<file path="src/rtl/clk_div_gen.sv">
// Multi-channel programmable clock divider: each channel emits a registered divided
// clock and a one-cycle tick per period; divisor updates take effect at period boundaries.
module clk_div_gen #(
  parameter int unsigned NCH         = 2,
  parameter int unsigned CW          = 8,
  parameter int unsigned DEFAULT_DIV = 5
) (
  input  logic                clk,
  input  logic                rst_n,
  input  logic [NCH-1:0]      en,
  input  logic                sync,
  input  logic [NCH-1:0]      div_load,
  input  logic [NCH*CW-1:0]   div_val,
  output logic [NCH-1:0]      clk_out,
  output logic [NCH-1:0]      tick
);

  localparam logic [CW-1:0] MIN_DIV = CW'(2);
  localparam logic [CW-1:0] RST_DIV = CW'(DEFAULT_DIV);

  logic [NCH-1:0][CW-1:0] cnt_q, cnt_d;
  logic [NCH-1:0][CW-1:0] cur_div_q, cur_div_d;
  logic [NCH-1:0][CW-1:0] pend_div_q, pend_div_d;
  logic [NCH-1:0]         pend_vld_q, pend_vld_d;
  logic [NCH-1:0]         clk_out_q, clk_out_d;
  logic [NCH-1:0]         tick_q, tick_d;

  logic [CW-1:0] ld_val;
  logic [CW-1:0] nxt_div;
  logic [CW-1:0] half;
  logic [CW-1:0] cnt_m1;
  logic          reload;

  // Per-channel next state; a load coinciding with a reload bypasses the shadow register.
  always_comb begin
    cnt_d      = cnt_q;
    cur_div_d  = cur_div_q;
    pend_div_d = pend_div_q;
    pend_vld_d = pend_vld_q;
    clk_out_d  = clk_out_q;
    tick_d     = '0;
    ld_val     = '0;
    nxt_div    = '0;
    half       = '0;
    cnt_m1     = '0;
    reload     = 1'b0;
    for (int i = 0; i < int'(NCH); i++) begin
      ld_val  = div_val[i*CW +: CW];
      if (ld_val < MIN_DIV) ld_val = MIN_DIV;
      reload  = en[i] && ((cnt_q[i] == '0) || sync);
      nxt_div = div_load[i] ? ld_val : (pend_vld_q[i] ? pend_div_q[i] : cur_div_q[i]);
      half    = (cur_div_q[i] >> 1) + CW'(cur_div_q[i][0]);
      cnt_m1  = cnt_q[i] - CW'(1);

      if (div_load[i]) begin
        pend_div_d[i] = ld_val;
        pend_vld_d[i] = 1'b1;
      end

      if (reload) begin
        cur_div_d[i]  = nxt_div;
        cnt_d[i]      = nxt_div - CW'(1);
        pend_vld_d[i] = 1'b0;
        tick_d[i]     = 1'b1;
        clk_out_d[i]  = 1'b1;
      end else if (en[i]) begin
        cnt_d[i]     = cnt_m1;
        // High for the first ceil(div/2) cycles of the period.
        clk_out_d[i] = (cnt_m1 >= (cur_div_q[i] - half));
      end
    end
  end

  always_ff @(posedge clk or negedge rst_n) begin
    if (!rst_n) begin
      cnt_q      <= '0;
      cur_div_q  <= {NCH{RST_DIV}};
      pend_div_q <= '0;
      pend_vld_q <= '0;
      clk_out_q  <= '0;
      tick_q     <= '0;
    end else begin
      cnt_q      <= cnt_d;
      cur_div_q  <= cur_div_d;
      pend_div_q <= pend_div_d;
      pend_vld_q <= pend_vld_d;
      clk_out_q  <= clk_out_d;
      tick_q     <= tick_d;
    end
  end

  assign clk_out = clk_out_q;
  assign tick    = tick_q;

endmodule

</file>
<file path="config.mk">
export PLATFORM = sky130hd
export DESIGN_NAME = clk_div_gen
export DESIGN_NICKNAME = d
export VERILOG_FILES = /design/src/rtl/clk_div_gen.sv
export SDC_FILE = /design/constraint.sdc
export NUM_CORES = 1
export LEC_CHECK = 0
export ABC_CLOCK_PERIOD_IN_PS = 6450
export BUFFER_PORTS_ARGS = -buffer_cell sky130_fd_sc_hd__buf_2
export CAP_MARGIN = 20
export CORE_MARGIN = 2
export CORE_UTILIZATION = 45
export DETAILED_ROUTE_END_ITERATION = 7
export GPL_TIMING_DRIVEN = 0
export MAX_ROUTING_LAYER = met4
export SYNTH_ARGS = -nofsm -noshare
export SYNTH_HDL_FRONTEND = slang
export SYNTH_SLANG_ARGS = --single-unit
</file>
<file path="constraint.sdc">
create_clock -name clk -period 6.45 [get_ports clk]
set_input_delay 1.6125 -clock clk [delete_from_list [all_inputs] [get_ports clk]]
set_output_delay 1.6125 -clock clk [all_outputs]
set_load 0.02 [all_outputs]
</file>
==> flow_summary.yaml, run 1 <==
outcome:
  status: "finished, final reports clean"
hold_path:
  worstHoldEndpoint: "cur_div_q[10]"
  min-delay-start: "cur_div_q[10]"
  hold_class: "reg -> reg"
  worstHoldPathCells: 2
clocking:
  insertion_delay_ns: 0.32
  tritoncts: "built"
  cts_setup_buffers: 0
  cts_resized: 0
  cts-root-buf: "clkbuf_8"
  clkTransAtPathRegs_ns: 0.11
  cts_buffer_depth: 2
  cts_hold_buf: 0
  clock-sinks: 54
  cts_buffers: 5
  h-tree-depth: 2
power:
  power_leakage_nw: 2.22
  p_int_w: 0.000851
  pwr-share-comb_pct: 53.5
  swShare_pct: 42.3
  ir_drop_v: 0.000145
  switchingPower_w: 0.000623
  seqPwrFrac_pct: 32.8
  p_per_area_nw_per_um2: 319
  clkPwrFrac_pct: 13.7
timing:
  hold_slack_ns: 0.507
  setup_tns_ns: 0
  hold_viol: 0
  fin_crit_sh_pct: 57.7
  tightest_slew_ns: 0.549
  slew_headroom_pct: 63.4
  finalSetupViolations: 0
  rsz0062_at_grt: "false"
  max_freq_mhz: 269
  drv_slew: 0
  min_period_ns: 3.72
  clock_skew_ns: 0.0103
run:
  maxCapViolations: 0
global_routing:
  gr-usage-all-layers_pct: 20.1
  grt_pass1_wl_mm: 15.8
  antenna_found_initial: 0
  grt_start_max_net_pins: 39
  grt_pass1_vias: 3245
  grt-ovfl-total: 0
die:
  core_area_um2: 9200
  ioPinCount: 27
  chipWidth_um: 101
  dieArea_um2: 10200
  die_height_um: 101
  start_util_pct: 46.0
  placementRows: 35
synth:
  syn-num-nets: 559
  synth_edf_count: 0
  synth_top_area_share_pct: 29.6
  synth.distinct_cells: 60
  syn_inst: 485
  ys_seq_area_share_pct: 32.1
  ys_async_sr_fraction_pct: 100
  synth_area_leaders: "dfrtp_1 (30%), ha_1 (14%), o21ai_0 (5.6%), inv_1 (5.3%), nand2_1 (4.5%)"
  ys_ff_latch: 54
  yosysWarningCount: 0
  synth_flop_cell: "dfrtp_1"
  netlist_area_um2: 4230
  syn_avg_cell_area_um2: 8.72
  synth_top_cell_by_area: "dfrtp_1"
route:
  vias_per_cell: 5.45
  totalWireLength_mm: 9.21
  wl_per_cell_um: 14.6
  wl_met3_um: 348
  wl_met2_mm: 3.90
  vias: 3438
  drc: 0
  met1_length_mm: 4.89
  firstDrtPassIters: 4
  top_layer: "met4"
  ant_nets: 0
  first_iter_violations: 143
worst_setup_path:
  cp.required_ns: 6.71
  endpoint_kind: "register"
  r2r_start: "cur_div_q[1]"
  reg2reg_to: "clk_out[0]"
  path_cells: "buf_2 > or4_4 > o41ai_4 > inv_1 > nand2_1 > o21ai_1 > inv_1 > ha_1 > nand2_1 > or4_1 > a31oi_1 > mux2_2"
  critPathKind: "in -> reg"
  rr_worst_depth: 14
  cp_max_fo: 4
  critPathSlowestCell: "or4_4"
  rrSetupSlack_ns: 2.75
  cp.arrival_ns: 3.98
  max_stage_delay_ns: 0.54
  startpoint_type: "input pin"
final_layout:
  multiInputGateArea_um2: 2570
  syn_to_final_growth_pct: 9.05
  stdcell_count: 631
  postLayoutCellArea_um2: 4610
  fillers: 912
  layout.nets: 593
  antenna_cells: 0
  final-seq-area_um2: 1360
  drive_gt1_share_pct: 12.3
place:
  numPortBuffers: 26
  gp_congestion: 0.856
  dp_cells: 623
  placed_area_um2: 4520
  hpwl_mm: 7.24
## worst max path at each step
stage                             from         end  slack (ns)
after global routing      cur_div_q[1]  clk_out[0]        2.53
after detailed placement    div_val[4]    cnt_q[6]        2.42
after global placement      div_val[4]    cnt_q[6]        2.44
after floorplan             div_val[4]    cnt_q[6]        2.77
after CTS                   div_val[4]    cnt_q[6]        2.75
final                       div_val[4]    cnt_q[6]        2.73
## stage by stage
step	util (%)	setup WS (ns)	total power, W
4_1_cts	50.2	2.75	0.00149
6_report	50.2	2.73	0.00147
3_3_place_gp	48.9	2.44	0.00125
2_1_floorplan	-	2.77	0.00109
3_5_place_dp	49.2	2.42	0.00128
5_1_grt	50.2	2.53	0.00165
## area by class of cell
class / count / area share [%]
multi-input cells: 356 / 55.7
flip-flops and latches: 54 / 29.4
inverters: 62 / 5.04
repair buffers: 27 / 3.25
well taps: 111 / 3.01
plain buffers: 13 / 1.52
clock buffers: 5 / 1.49
clock inverters: 3 / 0.542
## kinds of logic after synthesis
| logic type | after synthesis | share of synthesized area [%] |
|---|---|---|
| flops | 54 | 32.1 |
| xor+xnor | 32 | 6.62 |
| simple gates | 128 | 15.2 |
| buf+inv | 75 | 7.16 |
| fa+ha+maj | 51 | 15.4 |
| compound gates | 121 | 17.7 |
| mux | 24 | 5.91 |
## power groups by stage
| stage | Sequential (W) | Combinational [W] | Clock [W] |
|---|---|---|---|
| floorplan | 0.000477 | 0.000611 | 0 |
| global placement | 0.000488 | 0.000764 | 0 |
| detailed placement | 0.000490 | 0.000790 | 0 |
| CTS | 0.000483 | 0.000799 | 0.000210 |
| global route | 0.000496 | 0.000923 | 0.000226 |
| finish | 0.000483 | 0.000788 | 0.000202 |
## Yosys cell counts, drive strengths merged, types with 2 or more instances
master and instances:
nand3 13, o221ai 2, nand2 52, a21oi 21
nand3b 2, fa 2, o22a 3, dfstp 4
nor4b 4, ha 49, a31oi 4, buf 5
a21boi 2, or2 2, clkbuf 8, or3 2
a211oi 4, inv 61, nor2b 2, and3 3
or4 2, nand2b 9, nor3 8, dfrtp 50
o21ai 57, xnor2 16, a21o 5, mux2 8
o22ai 2, xor2 16, nor3b 3, mux2i 16
nor2 19, o21a 7, o31ai 4, nor4 6
## critical path: cells and delay by family
family,cells,cell delay [ns]
AND/OR/NAND/NOR,4,1.11
AO/OA/AOI/OAI,3,0.63
buffers and inverters,3,0.27
adder cells (fa/ha/maj),1,0.19
multiplexers,1,0.16
## per-layer routing
metal / GRT usage (%) / up-vias
met5: - / -
met3: 2.36 / 5
li1: - / 1744
met1: 30.3 / 1633
met2: 29.2 / 56
met4: 3.95 / 0
## placed cells by master, fill, tap and decap left out, types with 2 or more instances in the layout
cell,instances
o21ai_1,10
mux2_2,8
a31oi_1,4
o21ai_0,47
o221ai_1,2
inv_1,60
a21oi_1,21
nor2_1,19
xnor2_1,16
nor4b_1,4
dfstp_2,4
o22a_2,2
nand2b_1,9
clkbuf_1,7
a211oi_1,4
mux2i_1,16
clkbuf_8,6
o21a_1,6
nand3_1,13
nor3_1,8
ha_1,49
nor3b_1,3
and3_1,3
fa_1,2
nand3b_1,2
a21o_1,5
nand2_1,51
dfrtp_1,50
or2_2,2
nor4_1,5
buf_2,29
xor2_1,16
o31ai_1,4
o22ai_1,2
nor2b_1,2
## state kept, by name, indices dropped and copies added (netlist names)
signal	flops
cur_div_q	16
pend_vld_q	2
tick	2
clk_out	2
cnt_q	16
pend_div_q	16
Note: power is estimated with default switching activity, not from simulation.
==> inputs of run 2 (changes only) <==
- ABC_CLOCK_PERIOD_IN_PS: 6450 -> 3400
- clock period: 6.45 -> 3.4 ns (I/O delays scaled with it)
==> run 2 against run 1 <==
- sequential share of layout area fell by 0.29 points
- combinational power is 99% higher
- final area is 1.2% higher
- utilization grew 0.60 points
- die area is the same
- non-clock buffer count increased by 3
- critical endpoint is now clk_out[0]
==> flow_summary.yaml, run 2 (synthesis gave the netlist of run 1 again) <==
outcome:
  status: "finished, final reports clean"
clocking:
  insertion_delay_ns: 0.31
  tritoncts: "built"
  cts_buffer_depth: 2
  cts-root-buf: "clkbuf_8"
  h-tree-depth: 2
  cts_buffers: 5
  clock-sinks: 54
  clkTransAtPathRegs_ns: 0.11
worst_setup_path:
  reg2reg_to: "clk_out[0]"
  critPathKind: "reg -> reg"
  startpoint: "cur_div_q[0]"
  cp_max_fo: 2
  startpoint_type: "register"
  rrSetupSlack_ns: 0.17
  r2r_start: "cur_div_q[0]"
  cp.required_ns: 3.61
  rr_worst_depth: 14
  cp.arrival_ns: 3.44
  worstSetupEndpoint: "clk_out[0]"
  endpoint_kind: "register"
route:
  vias_per_cell: 5.44
  drc: 0
  wl_per_cell_um: 14.7
  first_iter_violations: 145
  totalWireLength_mm: 9.29
  firstDrtPassIters: 5
  ant_nets: 0
  vias: 3451
run:
  maxCapViolations: 0
power:
  p_per_area_nw_per_um2: 615
  ir_drop_v: 0.000278
  p_total_w: 0.00287
  power_leakage_nw: 2.23
timing:
  max_freq_mhz: 310
  tightest_slew_ns: 0.538
  fin_crit_sh_pct: 95.0
  rsz0062_at_grt: "false"
  clock_skew_ns: 0.0104
  hold_slack_ns: 0.460
  hold_viol: 0
  min_period_ns: 3.23
  setup_tns_ns: 0
  drv_slew: 0
  slew_headroom_pct: 64.1
  finalSetupViolations: 0
final_layout:
  stdcell_count: 634
  top_regs: "cnt_q (16), cur_div_q (16), pend_div_q (16)"
  layout_commonest_cell: "inv_1"
  fillers: 903
  postLayoutCellArea_um2: 4670
  layout_common_cells: "inv_1 (60), nand2_1 (51), ha_1 (48), dfrtp_1 (48), o21ai_0 (46)"
  syn_to_final_growth_pct: 10.3
  drive_gt1_share_pct: 14.1
  layout.nets: 596
  antenna_cells: 0
die:
  die_height_um: 101
  ioPinCount: 27
  dieArea_um2: 10200
  chipWidth_um: 101
  placementRows: 35
  start_util_pct: 46.0
  core_area_um2: 9200
place:
  gp_congestion: 0.856
  dp_cells: 623
  placed_area_um2: 4520
  hpwl_mm: 7.24
  numPortBuffers: 26
global_routing:
  grt_start_max_net_pins: 39
  antenna_found_initial: 0
  grt_pass1_vias: 3241
  grt-ovfl-total: 0
  gr-usage-all-layers_pct: 20.2
  grt_pass1_wl_mm: 15.9
hold_path:
  hold_class: "in -> async"
==> run 2: metrics by stage <==
step	setup WS, ns	util (%)
after CTS	0.0177	50.4
after floorplan	0.265	-
final	0.170	50.8
after detailed placement	-0.234	49.2
after global placement	-0.152	48.9
after global routing	0.00561	50.8
==> run 2: report_power, final <==
group / leakage (nW) / internal (W) / total [W] / switching (W)
Clock: 0.0447 / 0.000150 / 0.000388 / 0.000238
Combinational: 1.55 / 0.000731 / 0.00157 / 0.000841
Sequential: 0.643 / 0.000774 / 0.000911 / 0.000137
Total: 2.23 / 0.00165 / 0.00287 / 0.00122
==> run 2: routing by layer <==
metal	up-vias	global-route usage, %	wire (um)	part of all wire, %
met3	5	2.36	328	3.5
met4	0	3.95	68	0.73
met1	1639	30.6	4910	53
met2	56	29.2	3980	43
li1	1751	-	-	-
met5	-	-	0	0
==> run 2: repair_timing <==
action	in CTS	in global routing
endpoints found under the setup margin	1	2
setup buffers	2	1
pin swaps	1	2
resized for setup	2	6
hold buffers	0	0
==> run 2: worst min path at each step <==
stage | end | slack [ns]
6_report | clk_out[0] | 0.46
5_1_grt | cnt_q[0] | 0.49
4_1_cts | clk_out[0] | 0.48
3_5_place_dp | cur_div_q[10] | 0.49
3_3_place_gp | cur_div_q[10] | 0.48
2_1_floorplan | cur_div_q[10] | 0.47
==> run 2: final cells by class <==
class                           count  area, um2  share of cell area, %
Clock buffer                        5       68.8                   1.47
Inverter                           62        233                   4.98
Buffer                             13       70.1                   1.50
Sequential cell                    54       1360                   29.1
Multi-Input combinational cell    356       2600                   55.7
Tap cell                          111        139                   2.97
Clock inverter                      3       25.0                  0.536
Timing Repair Buffer               30        173                   3.70
==> run 2: worst max-delay path: stages, from the launching register on <==
cell      delay, ns
dfstp_2        0.57
inv_1          0.05
ha_1           0.18
or2_2          0.32
ha_1           0.30
nand2_1        0.07
a21boi_1       0.15
o21a_1         0.14
o21ai_2        0.06
nor4b_2        0.15
a311o_1        0.36
ha_4           0.24
a211oi_2       0.29
o211a_1        0.20
a211oi_1       0.05
